==> src/rtl/hitreg_pkg.sv <==
// Shared field layout and helpers for the fitter hit-input stage.
package hitreg_pkg;

    localparam int ID_LO    = 18;
    localparam int ID_W     = 3;
    localparam int Z_LO     = 15;
    localparam int SIGN_BIT = 14;
    localparam int HIT_W    = 14;
    localparam int C_SIGN   = 18;
    localparam int C_LO     = 12;
    localparam int C_W      = 6;
    localparam int PHI_W    = 12;

    localparam logic [2:0] TRK_ID_DEF = 3'd5;

    typedef enum logic {
        IDLE,
        PAYLOAD
    } trk_phase_t;

    // Magnitude gets an implied LSB of 1 so a track c can never be zero.
    function automatic logic [7:0] twocomp_sm(input logic sign, input logic [5:0] mag);
        logic [7:0] v;
        v = {1'b0, mag, 1'b1};
        return sign ? (~v + 8'd1) : v;
    endfunction

endpackage

==> src/rtl/layer_hitmem.sv <==
// One per-layer hit buffer with its own odometer digit (read pointer).
module layer_hitmem
    import hitreg_pkg::*;
#(
    parameter int DEPTH = 8,
    parameter int W     = 19
) (
    input  logic                       clock,
    input  logic                       reset,
    input  logic                       clear,
    input  logic                       wr,
    input  logic [W-1:0]               wdata,
    input  logic                       adv,
    output logic [W-1:0]               rdata,
    output logic                       last,
    output logic                       empty,
    output logic [$clog2(DEPTH):0]     count,
    output logic                       overflow
);
    localparam int AW = $clog2(DEPTH);
    localparam int CW = AW + 1;
    localparam logic [CW-1:0] ONE = CW'(1);

    logic [W-1:0]  mem [DEPTH];
    logic [AW-1:0] rdptr;
    logic          full;

    assign full  = (count == CW'(DEPTH));
    assign empty = (count == '0);
    assign last  = empty | ({1'b0, rdptr} == (count - ONE));
    assign rdata = empty ? '0 : mem[rdptr];

    always_ff @(posedge clock or posedge reset) begin
        if (reset) begin
            count    <= '0;
            rdptr    <= '0;
            overflow <= 1'b0;
        end else if (clear) begin
            count    <= '0;
            rdptr    <= '0;
            overflow <= 1'b0;
        end else begin
            if (wr) begin
                if (full) overflow <= 1'b1;
                else      count    <= count + ONE;
            end
            // An empty or exhausted digit wraps and hands the carry upward.
            if (adv) rdptr <= last ? '0 : rdptr + 1'b1;
        end
    end

    always_ff @(posedge clock) begin
        if (wr && !full && !clear) mem[count[AW-1:0]] <= wdata;
    end

endmodule

==> src/rtl/hit_layer_combiner.sv <==
// Demultiplexes event words into layer/track buffers and steps through
// every hit combination odometer-style.
module hit_layer_combiner
    import hitreg_pkg::*;
#(
    parameter int               NLAYERS = 5,
    parameter int               DEPTH   = 8,
    parameter int               DW      = 16,
    parameter int               ZW      = 3,
    parameter logic [2:0]       TRK_ID  = TRK_ID_DEF,
    parameter logic [NLAYERS-1:0] ZMASK = 5'b11011
) (
    input  logic                                       clock,
    input  logic                                       reset,
    input  logic                                       clear,
    input  logic                                       we,
    input  logic [22:0]                                din,
    input  logic [11:0]                                phioffset,
    input  logic                                       gnext,
    output logic [NLAYERS*DW-1:0]                      hit_out,
    output logic [NLAYERS*ZW-1:0]                      z_out,
    output logic [DW-1:0]                              trk_c,
    output logic [DW-1:0]                              trk_phi,
    output logic [NLAYERS:0]                           empty,
    output logic [NLAYERS:0]                           overflow,
    output logic [(NLAYERS+1)*($clog2(DEPTH)+1)-1:0]   nhits,
    output logic                                       glast,
    output logic                                       trklast,
    output logic                                       out_of_order,
    output logic                                       bad_id
);
    localparam int NB = NLAYERS + 1;
    localparam int CW = $clog2(DEPTH) + 1;

    trk_phase_t     state;
    logic           seen_trk;
    logic [2:0]     id;
    logic           is_sil;
    logic           is_trk;
    logic           idle;
    logic [NB-1:0]  last;
    logic [NB-1:0]  carry;
    logic           all_last;
    logic           sil_last;
    logic [7:0]     c8;
    logic [12:0]    phi13;
    logic [2*DW-1:0] trk_word;
    logic           unused_din;

    assign id     = din[ID_LO +: ID_W];
    assign is_sil = id < 3'(NLAYERS);
    assign is_trk = id == TRK_ID;
    assign idle   = state == IDLE;

    assign unused_din = ^din[22:21];

    assign c8       = twocomp_sm(din[C_SIGN], din[C_LO +: C_W]);
    assign phi13    = {1'b0, din[PHI_W-1:0]} - {1'b0, phioffset};
    assign trk_word = {{(DW-8){c8[7]}}, c8, {(DW-13){phi13[12]}}, phi13};

    assign carry[0] = gnext;
    assign all_last = &last;
    assign sil_last = &last[NLAYERS-1:0];

    for (genvar k = 0; k < NB; k++) begin : g_buf
        if (k < NB - 1) begin : g_carry
            assign carry[k+1] = carry[k] & last[k];
        end
        if (k < NLAYERS) begin : g_sil
            logic [DW+ZW-1:0] wdata;
            logic [DW+ZW-1:0] rdata;
            assign wdata = {din[SIGN_BIT], {(DW-HIT_W-1){1'b0}},
                            din[HIT_W-1:0],
                            ZMASK[k] ? din[Z_LO +: ZW] : {ZW{1'b0}}};
            layer_hitmem #(.DEPTH(DEPTH), .W(DW+ZW)) u_mem (
                .clock    (clock),
                .reset    (reset),
                .clear    (clear),
                .wr       (we & idle & is_sil & (id == 3'(k))),
                .wdata    (wdata),
                .adv      (carry[k]),
                .rdata    (rdata),
                .last     (last[k]),
                .empty    (empty[k]),
                .count    (nhits[k*CW +: CW]),
                .overflow (overflow[k])
            );
            assign hit_out[k*DW +: DW] = rdata[ZW +: DW];
            assign z_out[k*ZW +: ZW]   = rdata[ZW-1:0];
        end else begin : g_trk
            logic [2*DW-1:0] rdata;
            layer_hitmem #(.DEPTH(DEPTH), .W(2*DW)) u_mem (
                .clock    (clock),
                .reset    (reset),
                .clear    (clear),
                .wr       (we & ~idle),
                .wdata    (trk_word),
                .adv      (carry[k]),
                .rdata    (rdata),
                .last     (last[k]),
                .empty    (empty[k]),
                .count    (nhits[k*CW +: CW]),
                .overflow (overflow[k])
            );
            assign trk_c   = rdata[DW +: DW];
            assign trk_phi = rdata[DW-1:0];
        end
    end

    always_ff @(posedge clock or posedge reset) begin
        if (reset) begin
            state        <= IDLE;
            seen_trk     <= 1'b0;
            glast        <= 1'b0;
            trklast      <= 1'b0;
            out_of_order <= 1'b0;
            bad_id       <= 1'b0;
        end else if (clear) begin
            state        <= IDLE;
            seen_trk     <= 1'b0;
            glast        <= 1'b0;
            trklast      <= 1'b0;
            out_of_order <= 1'b0;
            bad_id       <= 1'b0;
        end else begin
            out_of_order <= we & idle & is_sil & seen_trk;
            bad_id       <= we & idle & ~is_sil & ~is_trk;
            if (gnext & all_last) glast   <= 1'b1;
            if (gnext & sil_last) trklast <= 1'b1;
            // The word after a header is payload, whatever its ID bits say.
            unique case (state)
                IDLE: begin
                    if (we & is_trk) begin
                        state    <= PAYLOAD;
                        seen_trk <= 1'b1;
                    end
                end
                PAYLOAD: begin
                    if (we) state <= IDLE;
                end
                default: state <= IDLE;
            endcase
        end
    end

endmodule
==> config.mk <==
export PLATFORM = sky130hd
export DESIGN_NAME = hit_layer_combiner
export DESIGN_NICKNAME = d
export VERILOG_FILES = /design/src/rtl/hitreg_pkg.sv /design/src/rtl/layer_hitmem.sv /design/src/rtl/hit_layer_combiner.sv
export SDC_FILE = /design/constraint.sdc
export NUM_CORES = 1
export LEC_CHECK = 0
export CAP_MARGIN = 20
export CORE_MARGIN = 10
export CORE_UTILIZATION = 56
export DETAILED_ROUTE_END_ITERATION = 12
export PLACE_DENSITY = 0.77
export SKIP_LAST_GASP = 1
export SYNTH_ARGS = -nofsm -noshare
export SYNTH_HDL_FRONTEND = slang
export SYNTH_SLANG_ARGS = --single-unit
==> constraint.sdc <==
create_clock -name clock -period 6.3 [get_ports clock]
set_clock_uncertainty 0.1 [all_clocks]
set_input_delay 1.575 -clock clock [delete_from_list [all_inputs] [get_ports clock]]
set_output_delay 1.575 -clock clock [all_outputs]
set_load 0.02 [all_outputs]
# Word level (Yosys, flattened, before mapping)
# Memory sizes are Yosys's and may differ from the RTL's.
# Cells that the tools add are included.
# classes
n_reduce_logical,62
magnitude_cmp,1
n_eq_ne,24
n_bitwise,29
n_addsub,20
mux,86
# ops
operator,count
$mux 19,5
$mux 4,18
$mux 3,18
$mux 1,42
$reduce_bool 2->1,21
$mux 32,1
$reduce_and 2->1,13
$add 4x1->4 const B,6
$eq 3x4->1,6
$eq 4x4->1 const B,6
$logic_not 4->1,6
$sub 4x1->4 const B,6
$and 1x1->1,19
$add 3x1->3 const B,6
$ne 2x2->1 const B,7
$sub 12x12->13,1
$logic_and 1x1->1,12
$add 8x1->8 const B,1
$mux 8,1
$not 7->8,1
$logic_not 1->1,7
$eq 3x2->1 const B,2
$eq 3x3->1 const B,2
$or 1x1->1,6
other kinds (7),9
# totals
out_inout_bits,167
word_cells,252
memories,6
input_bits,40
regBits,54
ram_bits,952
# memory_table
memory,depth,width,read_ports,rd_ports_with_merged_regs,wr,line,text
g_buf[5].g_trk.u_mem.mem,8,32,1,0,1,layer_hitmem.sv:24,logic [W-1:0] mem [DEPTH];
g_buf[0].g_sil.u_mem.mem,8,18,1,0,1,layer_hitmem.sv:24,
g_buf[1].g_sil.u_mem.mem,8,18,1,0,1,layer_hitmem.sv:24,
g_buf[3].g_sil.u_mem.mem,8,18,1,0,1,layer_hitmem.sv:24,
g_buf[4].g_sil.u_mem.mem,8,18,1,0,1,layer_hitmem.sv:24,
g_buf[2].g_sil.u_mem.mem,8,15,1,0,1,layer_hitmem.sv:24,

# Longest topological paths before layout
# Gate-level depths: netlist (run 1).
# depth
word_depth,10
ltp_mapped,11
ltp_nobuf,10

# Modules after synthesis
# Synthesis (run 1) repeated with hierarchy kept, for this count alone.
# hier_totals
hier_cells,2267
area_unflattened_um2,43276.5
# modules_own_cells
module,area_per_inst_um2,n_inst,seq_area_each_um2,cells_each
layer_hitmem (g_buf[0].g_sil.u_mem ...),6397.4,4,4764.6,321
layer_hitmem (g_buf[5].g_trk.u_mem),10327.4,1,7887.6,517
layer_hitmem (g_buf[2].g_sil.u_mem),6399.9,1,4764.6,339
hit_layer_combiner,959.7,1,150.1,127

# Least setup slack after synthesis (run 1)
# Ideal clock, no wire load.
# synth_path
kind,input -> register
startpoint,input din[18]
endpoint,memory g_buf[4].g_sil.u_mem.mem[0][0] (netlist name) (enable)
setup_slack_ns,1.582
path_buffers,1
arrival_time_ns,4.203
t_required_ns,5.784
path_stages,5
cell_sequence,clkbuf_1 nor4_1 nand2_1 or3_1 nor3_1
# synth_via
elab_chain_cells,7
# synth_lines
element,line,text
start: declaration,hit_layer_combiner.sv:17,"input logic [22:0] din,"
$lt 3x3->1,hit_layer_combiner.sv:51,assign is_sil = id < 3'(NLAYERS);
$and 1x1->1,hit_layer_combiner.sv:79,".wr (we & idle & is_sil & (id == 3'(k))),"
$and 1x1->1 (*),hit_layer_combiner.sv:79,
$logic_and 1x1->1 (*) (2 in series),layer_hitmem.sv:53,if (wr && !full && !clear) mem[count[AW-1:0]] <= wdata;
$mux 1 (*),layer_hitmem.sv:53,
$mux 1 (not written as such) (*),layer_hitmem.sv:53,
end: declaration,layer_hitmem.sv:24,
# Mark *: on every way between the ends. The rest lies on a longest branch, timed or not.

# Worst setup path in the final report (run 1)
# layout_path
startpoint,register g_buf[1].g_sil.u_mem.rdptr[0]
endpoint,output hit_out[21]
# layout_via
elab_chain_cells,2
# layout_lines
element,line,text
start: declaration,layer_hitmem.sv:25,logic [AW-1:0] rdptr;
start signal: assignment,layer_hitmem.sv:48,if (adv) rdptr <= last ? '0 : rdptr + 1'b1;
$mem_v2 8x18,-,
$mux 19,layer_hitmem.sv:31,assign rdata = empty ? '0 : mem[rdptr];
end: declaration,hit_layer_combiner.sv:20,"output logic [NLAYERS*DW-1:0] hit_out,"
# No other way between the ends.

==> results.sh, run 1 <==
export IMPL_status="finished clean"
export IMPL_antennaDiodeCount=0
export IMPL_r2r_start="g_buf[1].g_sil.u_mem.count[0]"
export IMPL_grt_pass1_vias=19700
export IMPL_worstPathArrival_ns=3.50
export IMPL_leakagePower_nw=13.7
export IMPL_worstHoldPathType="flop to flop"
export IMPL_num_rows=93
export IMPL_async_reset_ff_frac=0.0593
export IMPL_fin_nets=2260
export IMPL_grt_pass1_wl_um=125000
export IMPL_powerDensity_mw_per_mm2=286
export IMPL_drt_iter0_markers=2145
export IMPL_fillCellCount=4061
export IMPL_dp_hpwl_um=51100
export IMPL_portBuffers=196
export IMPL_die_w_um=277
export IMPL_critPathRequiredTime_ns=4.62
export IMPL_die_area_mm2=0.0765
export IMPL_tns_ns=0
export IMPL_worst_pin_slew_ns=1.08
export IMPL_cpMaxStageDelayCell="dfrtp_2"
export IMPL_fmax_mhz=193
export IMPL_critical_path_endpoint="hit_out[21]"
export IMPL_worst_path_buf_inv=2
export IMPL_drtPass1Iterations=5
export IMPL_crit_family="buffers and inverters"
export IMPL_ctsHoldBuffers=0
export IMPL_vdd_ir_drop_max_mv=0.233
export IMPL_cts_setup_buffers=0
export IMPL_grtUsageMet2=0.349
export IMPL_fin_area_mm2=0.0428
export IMPL_worstSetupEndpointType="output pin"
export IMPL_cts_htree_levels=3
export IMPL_postPlaceCellArea_mm2=0.0400
export IMPL_path_cells="buf_4, mux4_2, mux2i_1, nor2_1, clkdlybuf4s50_1"
export IMPL_start_util=0.569
export IMPL_synthFlopType="edfxtp_1"
export IMPL_ant_nets=0
export IMPL_cp_slowest_stage_delay_ns=0.92
export IMPL_ys_seq_elements=910
export IMPL_critical_path_class="flop to output pin"
export IMPL_hold_violations=0
export IMPL_finalWirelength_um=83300
export IMPL_route_detailed_drc=0
export IMPL_yosysWarnings=0
export IMPL_min_period_over_period=0.822
export IMPL_ioPinCount=207
export IMPL_regArea_mm2=0.0271
export IMPL_postSynthCellCount=1941
export IMPL_synth_area_mm2=0.0369
export IMPL_cp_depth=5
export IMPL_area_delta_synth_final_pct=16.1
export IMPL_cts_tree="yes"
export IMPL_period_minus_slack_ns=5.18
export IMPL_clk_pin_slew_ns=0.07
export IMPL_crit_start="g_buf[1].g_sil.u_mem.rdptr[0]"
export IMPL_clk_path_buf_depth=3
export IMPL_grt_max_degree=55
export IMPL_drv_slew=0
export IMPL_synth_distinct_cells=65
export IMPL_grtUsageMet3=0.0514
export IMPL_grt_busiest_layer="met2"
export IMPL_synth_seq_area_share=0.734
export IMPL_final_common_cell="edfxtp_1"
export IMPL_cts_root_buf="clkbuf_16"
export IMPL_avgSynthCellArea_um2=19.0
export IMPL_worstRegToRegCells=9
export IMPL_relSlewSlack=0.283
export IMPL_drive_gt1_frac=0.210
export IMPL_core_area_mm2=0.0648
export IMPL_gp_routability_congestion=0.816
export IMPL_clk_latency_ns=0.64
export IMPL_postCtsResizedCells=0
export IMPL_multiInputGateArea_mm2=0.00912
export IMPL_antenna_found_initial=2
export IMPL_viasPerCell=6.12
export IMPL_cts_buffers=88
export IMPL_maxCapViolCount=0
export IMPL_final_cell_mix="edfxtp_1 (856), mux4_2 (214), nor2_1 (195)"
export IMPL_rr_endpoint="g_buf[5].g_trk.u_mem.rdptr[0]"
export IMPL_path_max_fanout=28
export IMPL_clock_sinks=910
export IMPL_grt_usage=0.216
export IMPL_rsz0062_at_grt="false"
export IMPL_synth_edf_count=856
export IMPL_startpoint_type="flop"
export IMPL_overflow=0
export IMPL_grtUsageMet1=0.285
export IMPL_vias=19000
export IMPL_die_h_um=277
export IMPL_wire_per_inst_um=26.8
export IMPL_setup_viol=0
export IMPL_rrSetupSlack_ns=2.31
## cells by family after synthesis
| kind of cell | synth area share |
|---|---|
| XOR/XNOR | 0.0116 |
| adder cells (fa/ha/maj) | 0.0107 |
| multiplexers | 0.162 |
| flip-flops | 0.734 |
| buffers and inverters | 0.0218 |
| other | 0.000102 |
| AO/OA/AOI/OAI | 0.0135 |
| AND/OR/NAND/NOR | 0.0465 |
## state kept, by name, summed over array words and instances (netlist names)
signal / flops
bad_id: 1
g_buf.g_sil.u_mem.count: 20
g_buf.g_sil.u_mem.mem: 696
g_buf.g_sil.u_mem.overflow: 5
g_buf.g_sil.u_mem.rdptr: 15
g_buf.g_trk.u_mem.count: 4
g_buf.g_trk.u_mem.mem: 160
g_buf.g_trk.u_mem.overflow: 1
g_buf.g_trk.u_mem.rdptr: 3
glast: 1
out_of_order: 1
seen_trk: 1
state: 1
trklast: 1
## tightest hold or removal path, delay by kind of cell (launching register included)
kind / cells / cell delay, ns
simple gates: 1 / 0.07
compound gates: 1 / 0.05
flops: 1 / 0.34
## per-stage QoR
step,std cells,total power [mW],utilization,hold slack (ns),setup slack [ns]
floorplan,1948,7.06,-,0.364,1.58
global placement,2950,7.27,0.616,0.383,1.44
detailed placement,2952,7.29,0.617,0.392,1.22
CTS,3108,12.3,0.659,0.406,1.01
global route,3110,12.6,0.660,0.422,0.830
finish,3110,12.2,0.660,0.399,1.12
## metal layers
| metal | up-vias | wire length, um |
|---|---|---|
| li1 | 8122 | - |
| met1 | 9959 | 32300 |
| met2 | 812 | 41000 |
| met3 | 121 | 7610 |
| met4 | 4 | 2350 |
| met5 | - | 27 |
## cell type report
class	count	share of cell area
Sequential cell	910	0.633
Inverter	46	0.00404
Tap cell	855	0.0250
Clock inverter	39	0.00942
Timing Repair Buffer	285	0.0612
Clock buffer	117	0.0547
Multi-Input combinational cell	858	0.213
## power breakdown
part | switching, mW | internal, mW
combinational | 0.314 | 0.171
sequential | 0.0215 | 6.66
clock | 2.19 | 2.87
## how the worst min path moves through the flow
stage,start,to,slack [ns],depth (start not counted)
2_1_floorplan,g_buf[1].g_sil.u_mem.overflow,g_buf[1].g_sil.u_mem.overflow,0.36,2
3_3_place_gp,g_buf[1].g_sil.u_mem.overflow,g_buf[1].g_sil.u_mem.overflow,0.38,2
3_5_place_dp,g_buf[4].g_sil.u_mem.overflow,g_buf[4].g_sil.u_mem.overflow,0.39,2
4_1_cts,g_buf[5].g_trk.u_mem.overflow,g_buf[5].g_trk.u_mem.overflow,0.41,2
5_1_grt,g_buf[5].g_trk.u_mem.overflow,g_buf[5].g_trk.u_mem.overflow,0.42,2
6_report,g_buf[5].g_trk.u_mem.overflow,g_buf[5].g_trk.u_mem.overflow,0.40,2
## cell usage after synthesis (8+ instances only)
| library cell | n | area (um2) |
|---|---|---|
| a21oi_1 | 26 | 130 |
| buf_1 | 31 | 116 |
| buf_4 | 31 | 233 |
| clkbuf_1 | 68 | 255 |
| dfrtp_1 | 54 | 1350 |
| edfxtp_1 | 856 | 25700 |
| ha_1 | 30 | 375 |
| inv_1 | 46 | 173 |
| mux2i_1 | 113 | 1130 |
| mux4_2 | 214 | 4820 |
| nand2_1 | 49 | 184 |
| nand2b_1 | 11 | 68.8 |
| nand3_1 | 14 | 70.1 |
| nand3b_1 | 9 | 67.6 |
| nand4_1 | 8 | 50.1 |
| nor2_1 | 201 | 754 |
| nor2b_1 | 11 | 68.8 |
| nor3_1 | 25 | 125 |
| o21ai_0 | 11 | 55.1 |
| or3_1 | 9 | 56.3 |
| xnor2_1 | 25 | 219 |
| xor2_1 | 21 | 184 |
No activity file was read; power rests on OpenSTA's default activity.
==> run 2, diff against run 1 <==
clock period = 4.85 ns   (was 6.3 ns; I/O delays follow)
==> run 2 against run 1 <==
Total power grew 37%. Wire length grew 4.0%. Cell count grew 1.1%. Sequential share of layout area shrank 0.96 points.
==> results.sh, run 2 (same netlist as run 1, synthesis figures left out) <==
export IMPL_start_util=0.569
export IMPL_area_delta_synth_final_pct=17.9
export IMPL_drtPass1Iterations=7
export IMPL_min_period_over_period=0.943
export IMPL_drive_gt1_frac=0.228
export IMPL_dp_hpwl_um=53100
export IMPL_clk_path_buf_depth=3
export IMPL_setup_viol=0
export IMPL_status="finished clean"
export IMPL_cts_tree="yes"
export IMPL_rrSetupSlack_ns=1.26
export IMPL_critPathRequiredTime_ns=3.54
export IMPL_critical_path_class="flop to output pin"
export IMPL_cp_slowest_stage_delay_ns=0.74
export IMPL_die_h_um=277
export IMPL_holdWs_ns=0.405
export IMPL_core_area_mm2=0.0648
export IMPL_hold_violations=0
export IMPL_antenna_found_initial=8
export IMPL_die_area_mm2=0.0765
export IMPL_cts_setup_buffers=0
export IMPL_period_minus_slack_ns=4.57
export IMPL_die_w_um=277
export IMPL_postCtsResizedCells=0
export IMPL_relSlewSlack=0.265
export IMPL_powerDensity_mw_per_mm2=386
export IMPL_route_detailed_drc=0
export IMPL_largest_reg_flops=696
export IMPL_cts_root_buf="clkbuf_16"
export IMPL_gp_routability_congestion=0.837
export IMPL_drt_iter0_markers=2057
export IMPL_ant_nets=0
export IMPL_final_cell_mix="edfxtp_1 (856), mux4_2 (214), nor2_1 (195)"
export IMPL_worstSetupEndpointType="output pin"
export IMPL_vias=19300
export IMPL_worst_pin_slew_ns=1.10
export IMPL_path_max_fanout=22
export IMPL_grt_usage=0.225
export IMPL_viasPerCell=6.14
export IMPL_worstHoldPathType="flop to flop"
export IMPL_clk_latency_ns=0.64
export IMPL_clock_sinks=910
export IMPL_path_cells="inv_1, ha_1, nor3b_2, buf_4, nor2_1, clkdlybuf4s50_1"
export IMPL_overflow=0
export IMPL_tns_ns=0
export IMPL_grt_max_degree=42
export IMPL_grt_pass1_wl_um=130000
export IMPL_cts_buffers=89
export IMPL_portBuffers=196
export IMPL_clk_pin_slew_ns=0.06
export IMPL_drv_slew=0
export IMPL_fmax_mhz=219
export IMPL_grt_pass1_vias=19800
export IMPL_final_common_cell="edfxtp_1"
export IMPL_leakagePower_nw=14.1
export IMPL_fin_nets=2286
export IMPL_stdcell_count=3145
export IMPL_startpoint_type="flop"
export IMPL_wire_per_inst_um=27.5
export IMPL_cpMaxStageDelayCell="clkdlybuf4s50_1"
export IMPL_ctsHoldBuffers=0
export IMPL_cts_htree_levels=3
export IMPL_ioPinCount=207
export IMPL_dp_cells=2978
export IMPL_vdd_ir_drop_max_mv=0.322
export IMPL_num_rows=93
export IMPL_rsz0062_at_grt="false"
export IMPL_worstPathArrival_ns=3.26
export IMPL_maxCapViolCount=0
export IMPL_finalWirelength_um=86600
-- run 2: changes by cell type in the layout (fill, tap and decap cells not counted), sizes merged --
cell | before | now
buf | 103 | 128
bufinv | 6 | 20
clkbuf | 117 | 105
clkinv | 23 | 32
clkinvlp | 5 | 3
diode | 0 | 2
inv | 51 | 50
-- run 2: final cells by class --
cell class / count / area (um2)
Inverter: 46 / 173
Clock buffer: 105 / 2320
Antenna cell: 2 / 5.00
Fill cell: 4005 / 21400
Tap cell: 855 / 1070
Sequential cell: 910 / 27100
Timing Repair Buffer: 310 / 2860
Multi-Input combinational cell: 858 / 9120
Clock inverter: 59 / 847
-- run 2: final timing paths --
path | startpoint | to | depth (start not counted)
max | g_buf[5].g_trk.u_mem.count[0] | trk_c[13] | 6
min | g_buf[2].g_sil.u_mem.overflow | g_buf[2].g_sil.u_mem.overflow | 2
max reg2reg | g_buf[1].g_sil.u_mem.count[0] | g_buf[5].g_trk.u_mem.rdptr[1] | 9
min reg2reg | g_buf[2].g_sil.u_mem.overflow | g_buf[2].g_sil.u_mem.overflow | 2
max in group asynchronous | reset | g_buf[2].g_sil.u_mem.rdptr[0] | 3
min in group asynchronous | reset | g_buf[0].g_sil.u_mem.overflow | 2
-- run 2: power breakdown --
group	leakage [nW]	internal, mW	switching [mW]	total (mW)
clock	1.55	4.50	2.95	7.46
sequential	8.43	8.65	0.0292	8.68
combinational	4.11	0.226	0.417	0.643
total	14.1	13.4	3.40	16.8
-- run 2: critical path, delay by kind of cell, from the launching register on --
kind                       cells  cell delay [ns]
adders and majority gates      1             0.27
buffers and inverters          3             1.16
DFF                            1             0.51
and+or+nand+nor                2             0.67
-- run 2: through the flow --
stage	setup WS, ns	total power [mW]	cell area [um2]	util
2_1_floorplan	0.494	9.17	36900	-
3_3_place_gp	0.694	9.45	40300	0.621
3_5_place_dp	0.585	9.48	40300	0.621
4_1_cts	0.142	16.9	43400	0.670
5_1_grt	0.103	17.2	43400	0.670
6_report	0.276	16.8	43400	0.670
-- run 2: layer usage --
layer	global-route usage	routed length [um]	vias up
met1	0.299	32800	10000
met5	0	29	-
met4	0.0658	2170	4
met2	0.371	43000	946
met3	0.0493	8550	142
li1	-	-	8185
==> run 3, diff against run 2 <==
ABC_AREA = 1   (was default)
PLACE_DENSITY = default   (was 0.77)
PLACE_DENSITY_LB_ADDON = 0.2   (was default)
==> run 3 against run 2 <==
Critical path depth up 3. Global-route usage grew 1.8 points. First-iteration DRC count up 23%. Register-to-register slack improved by 0.82 ns. Hold slack better by 0.016 ns. Cell count rose by 34%. Count of clock-buffer cells in the layout is 24 higher. Synthesized area is 1.2% higher. Flip-flop and latch count is the same. Sequential power hardly changed. Utilization decreased by 1.1 points. Largest power group unchanged. Highest routed layer unchanged.
==> results.sh, run 3 <==
export IMPL_fmax_mhz=215
export IMPL_period_minus_slack_ns=4.65
export IMPL_min_period_over_period=0.959
export IMPL_final_cell_mix="edfxtp_1 (856), nor2_1 (694), o21ai_0 (561)"
export IMPL_viasPerCell=5.98
export IMPL_wire_per_inst_um=23.1
export IMPL_grtUsageMet3=0.0517
export IMPL_yosysTopAreaCellShare=0.689
export IMPL_worstSetupEndpointType="output pin"
export IMPL_drive_gt1_frac=0.103
export IMPL_avgSynthCellArea_um2=12.2
export IMPL_cts_buffers=92
export IMPL_critPathRequiredTime_ns=3.54
export IMPL_vias=25100
export IMPL_clk_latency_ns=0.64
export IMPL_synth_edf_count=856
export IMPL_clk_path_buf_depth=3
export IMPL_ys_seq_elements=910
export IMPL_grtUsageMet1=0.323
export IMPL_synth_seq_area_share=0.725
export IMPL_tns_ns=0
export IMPL_synthTopCellsByArea="edfxtp_1 (69%), o21ai_0 (7.5%), nor2_1 (7.0%), dfrtp_1 (3.6%), o22ai_1 (1.9%)"
export IMPL_regArea_mm2=0.0271
export IMPL_synth_area_mm2=0.0373
export IMPL_worst_path_buf_inv=4
export IMPL_critical_path_class="flop to output pin"
export IMPL_die_w_um=278
export IMPL_grt_busiest_layer="met2"
export IMPL_dp_cells=4026
export IMPL_crit_family="buffers and inverters"
export IMPL_synth_area_leader_cell="edfxtp_1"
export IMPL_area_delta_synth_final_pct=16.5
export IMPL_powerDensity_mw_per_mm2=378
export IMPL_synth_distinct_cells=43
export IMPL_gp_routability_congestion=0.872
export IMPL_drt_iter0_markers=2522
export IMPL_yosysWarnings=0
export IMPL_startpoint_type="flop"
export IMPL_maxCapViolCount=0
export IMPL_postSynthCellCount=3056
export IMPL_vdd_ir_drop_max_mv=0.403
export IMPL_finalWirelength_um=97000
export IMPL_core_area_mm2=0.0659
export IMPL_path_max_fanout=11
export IMPL_synth_most_common_cell="edfxtp_1"
export IMPL_rsz0062_at_grt="false"
export IMPL_grt_pass1_vias=24500
export IMPL_grt_pass1_wl_um=146000
export IMPL_die_area_mm2=0.0774
export IMPL_fin_nets=3328
export IMPL_start_util=0.567
export IMPL_cts_root_buf="clkbuf_16"
export IMPL_setup_viol=0
export IMPL_drtPass1Iterations=5
export IMPL_netlist_top_cells_count="edfxtp_1 (856), nor2_1 (698), o21ai_0 (561), nand2_1 (131), clkbuf_1 (128)"
export IMPL_cpMaxStageDelayCell="clkdlybuf4s50_1"
export IMPL_async_reset_ff_frac=0.0593
export IMPL_drv_slew=0
export IMPL_leakagePower_nw=14.9
export IMPL_dp_hpwl_um=58000
export IMPL_status="finished clean"
export IMPL_stdcell_count=4201
export IMPL_multiInputGateArea_mm2=0.00909
export IMPL_hold_violations=0
export IMPL_fillCellCount=4725
export IMPL_final_common_cell="edfxtp_1"
export IMPL_grt_max_degree=77
export IMPL_cts_setup_buffers=0
export IMPL_overflow=0
export IMPL_holdWs_ns=0.421
export IMPL_relSlewSlack=0.303
export IMPL_cts_htree_levels=3
export IMPL_grt_usage=0.243
export IMPL_grtUsageMet2=0.392
export IMPL_antenna_found_initial=7
export IMPL_synthFlopType="edfxtp_1"
export IMPL_portBuffers=196
export IMPL_cp_slowest_stage_delay_ns=0.70
export IMPL_die_h_um=278
export IMPL_clock_sinks=910
export IMPL_path_cells="inv_1, ha_1, nand2_2, nor2_1, inv_2, buf_4, o21ai_0, a31oi_1, clkdlybuf4s50_1"
export IMPL_cts_tree="yes"
export IMPL_ioPinCount=207
export IMPL_worstPathArrival_ns=3.34
export IMPL_num_rows=94
export IMPL_route_detailed_drc=0
export IMPL_clk_pin_slew_ns=0.06
export IMPL_worst_pin_slew_ns=1.05
export IMPL_largest_reg_flops=696
export IMPL_worstHoldPathType="flop to flop"
export IMPL_ant_nets=0
==> run 3: power breakdown <==
| group | leakage (nW) | total (mW) | switching [mW] | internal, mW |
|---|---|---|---|---|
| registers | 8.43 | 8.67 | 0.00929 | 8.66 |
| logic | 5.01 | 0.650 | 0.483 | 0.167 |
| clock network | 1.47 | 7.13 | 2.89 | 4.23 |
| total | 14.9 | 16.4 | 3.38 | 13.1 |
==> run 3: path summary, 6_finish.rpt <==
kind,slack (ns),start,cells after the start,endpoint
max in group asynchronous,2.86,reset,3,g_buf[2].g_sil.u_mem.rdptr[0]
min in group asynchronous,1.01,reset,2,g_buf[5].g_trk.u_mem.count[3]
worst min register to register,0.42,g_buf[0].g_sil.u_mem.overflow,2,g_buf[0].g_sil.u_mem.overflow
worst max register to register,2.08,g_buf[1].g_sil.u_mem.count[1],11,g_buf[4].g_sil.u_mem.rdptr[1]
worst min-delay path,0.42,g_buf[0].g_sil.u_mem.overflow,2,g_buf[0].g_sil.u_mem.overflow
worst max-delay path,0.20,g_buf[4].g_sil.u_mem.count[1],9,hit_out[76]
==> run 3: logic make-up after synthesis <==
group | share of synthesized area
simple gates | 0.101
xor+xnor | 0.00704
buf+inv | 0.0365
flops | 0.725
fa+ha+maj | 0.0106
compound gates | 0.120
other cells | 0.000101
==> run 3: final cells by class <==
cell class                      count  share of cell area
Multi-Input combinational cell   1840               0.209
Inverter                          107             0.00947
Clock buffer                      129              0.0583
Tap cell                          864              0.0249
Sequential cell                   910               0.623
Timing Repair Buffer              306              0.0634
Clock inverter                     44              0.0118
Antenna cell                        1           0.0000576
==> run 3: what timing repair did <==
item,in CTS,in global routing
setup endpoints to repair,2,32
hold buffers,0,0
resized for setup,2,5
pin swaps,0,0
==> run 3: per-layer routing <==
layer  up-vias  wire length, um
met5         -               75
met2      1144            46100
li1      11400                -
met4        12             3230
met1     12300            38600
met3       192             8910
==> run 3: through the flow <==
stage	worst slack [ns]	power (mW)	area, um2	util
after detailed placement	0.691	9.47	40300	0.613
final	0.197	16.4	43500	0.660
after global placement	0.734	9.44	40300	0.613
after CTS	0.0136	16.5	43400	0.659
after floorplan	0.677	9.15	37300	-
after global routing	0.00325	16.9	43400	0.660
==> run 3: worst register-to-register path, delay by kind of cell (launching register included) <==
| family | cells | cell delay, ns |
|---|---|---|
| fa+ha+maj | 1 | 0.27 |
| flops | 1 | 0.47 |
| simple gates | 8 | 1.20 |
| buf+inv | 2 | 0.62 |
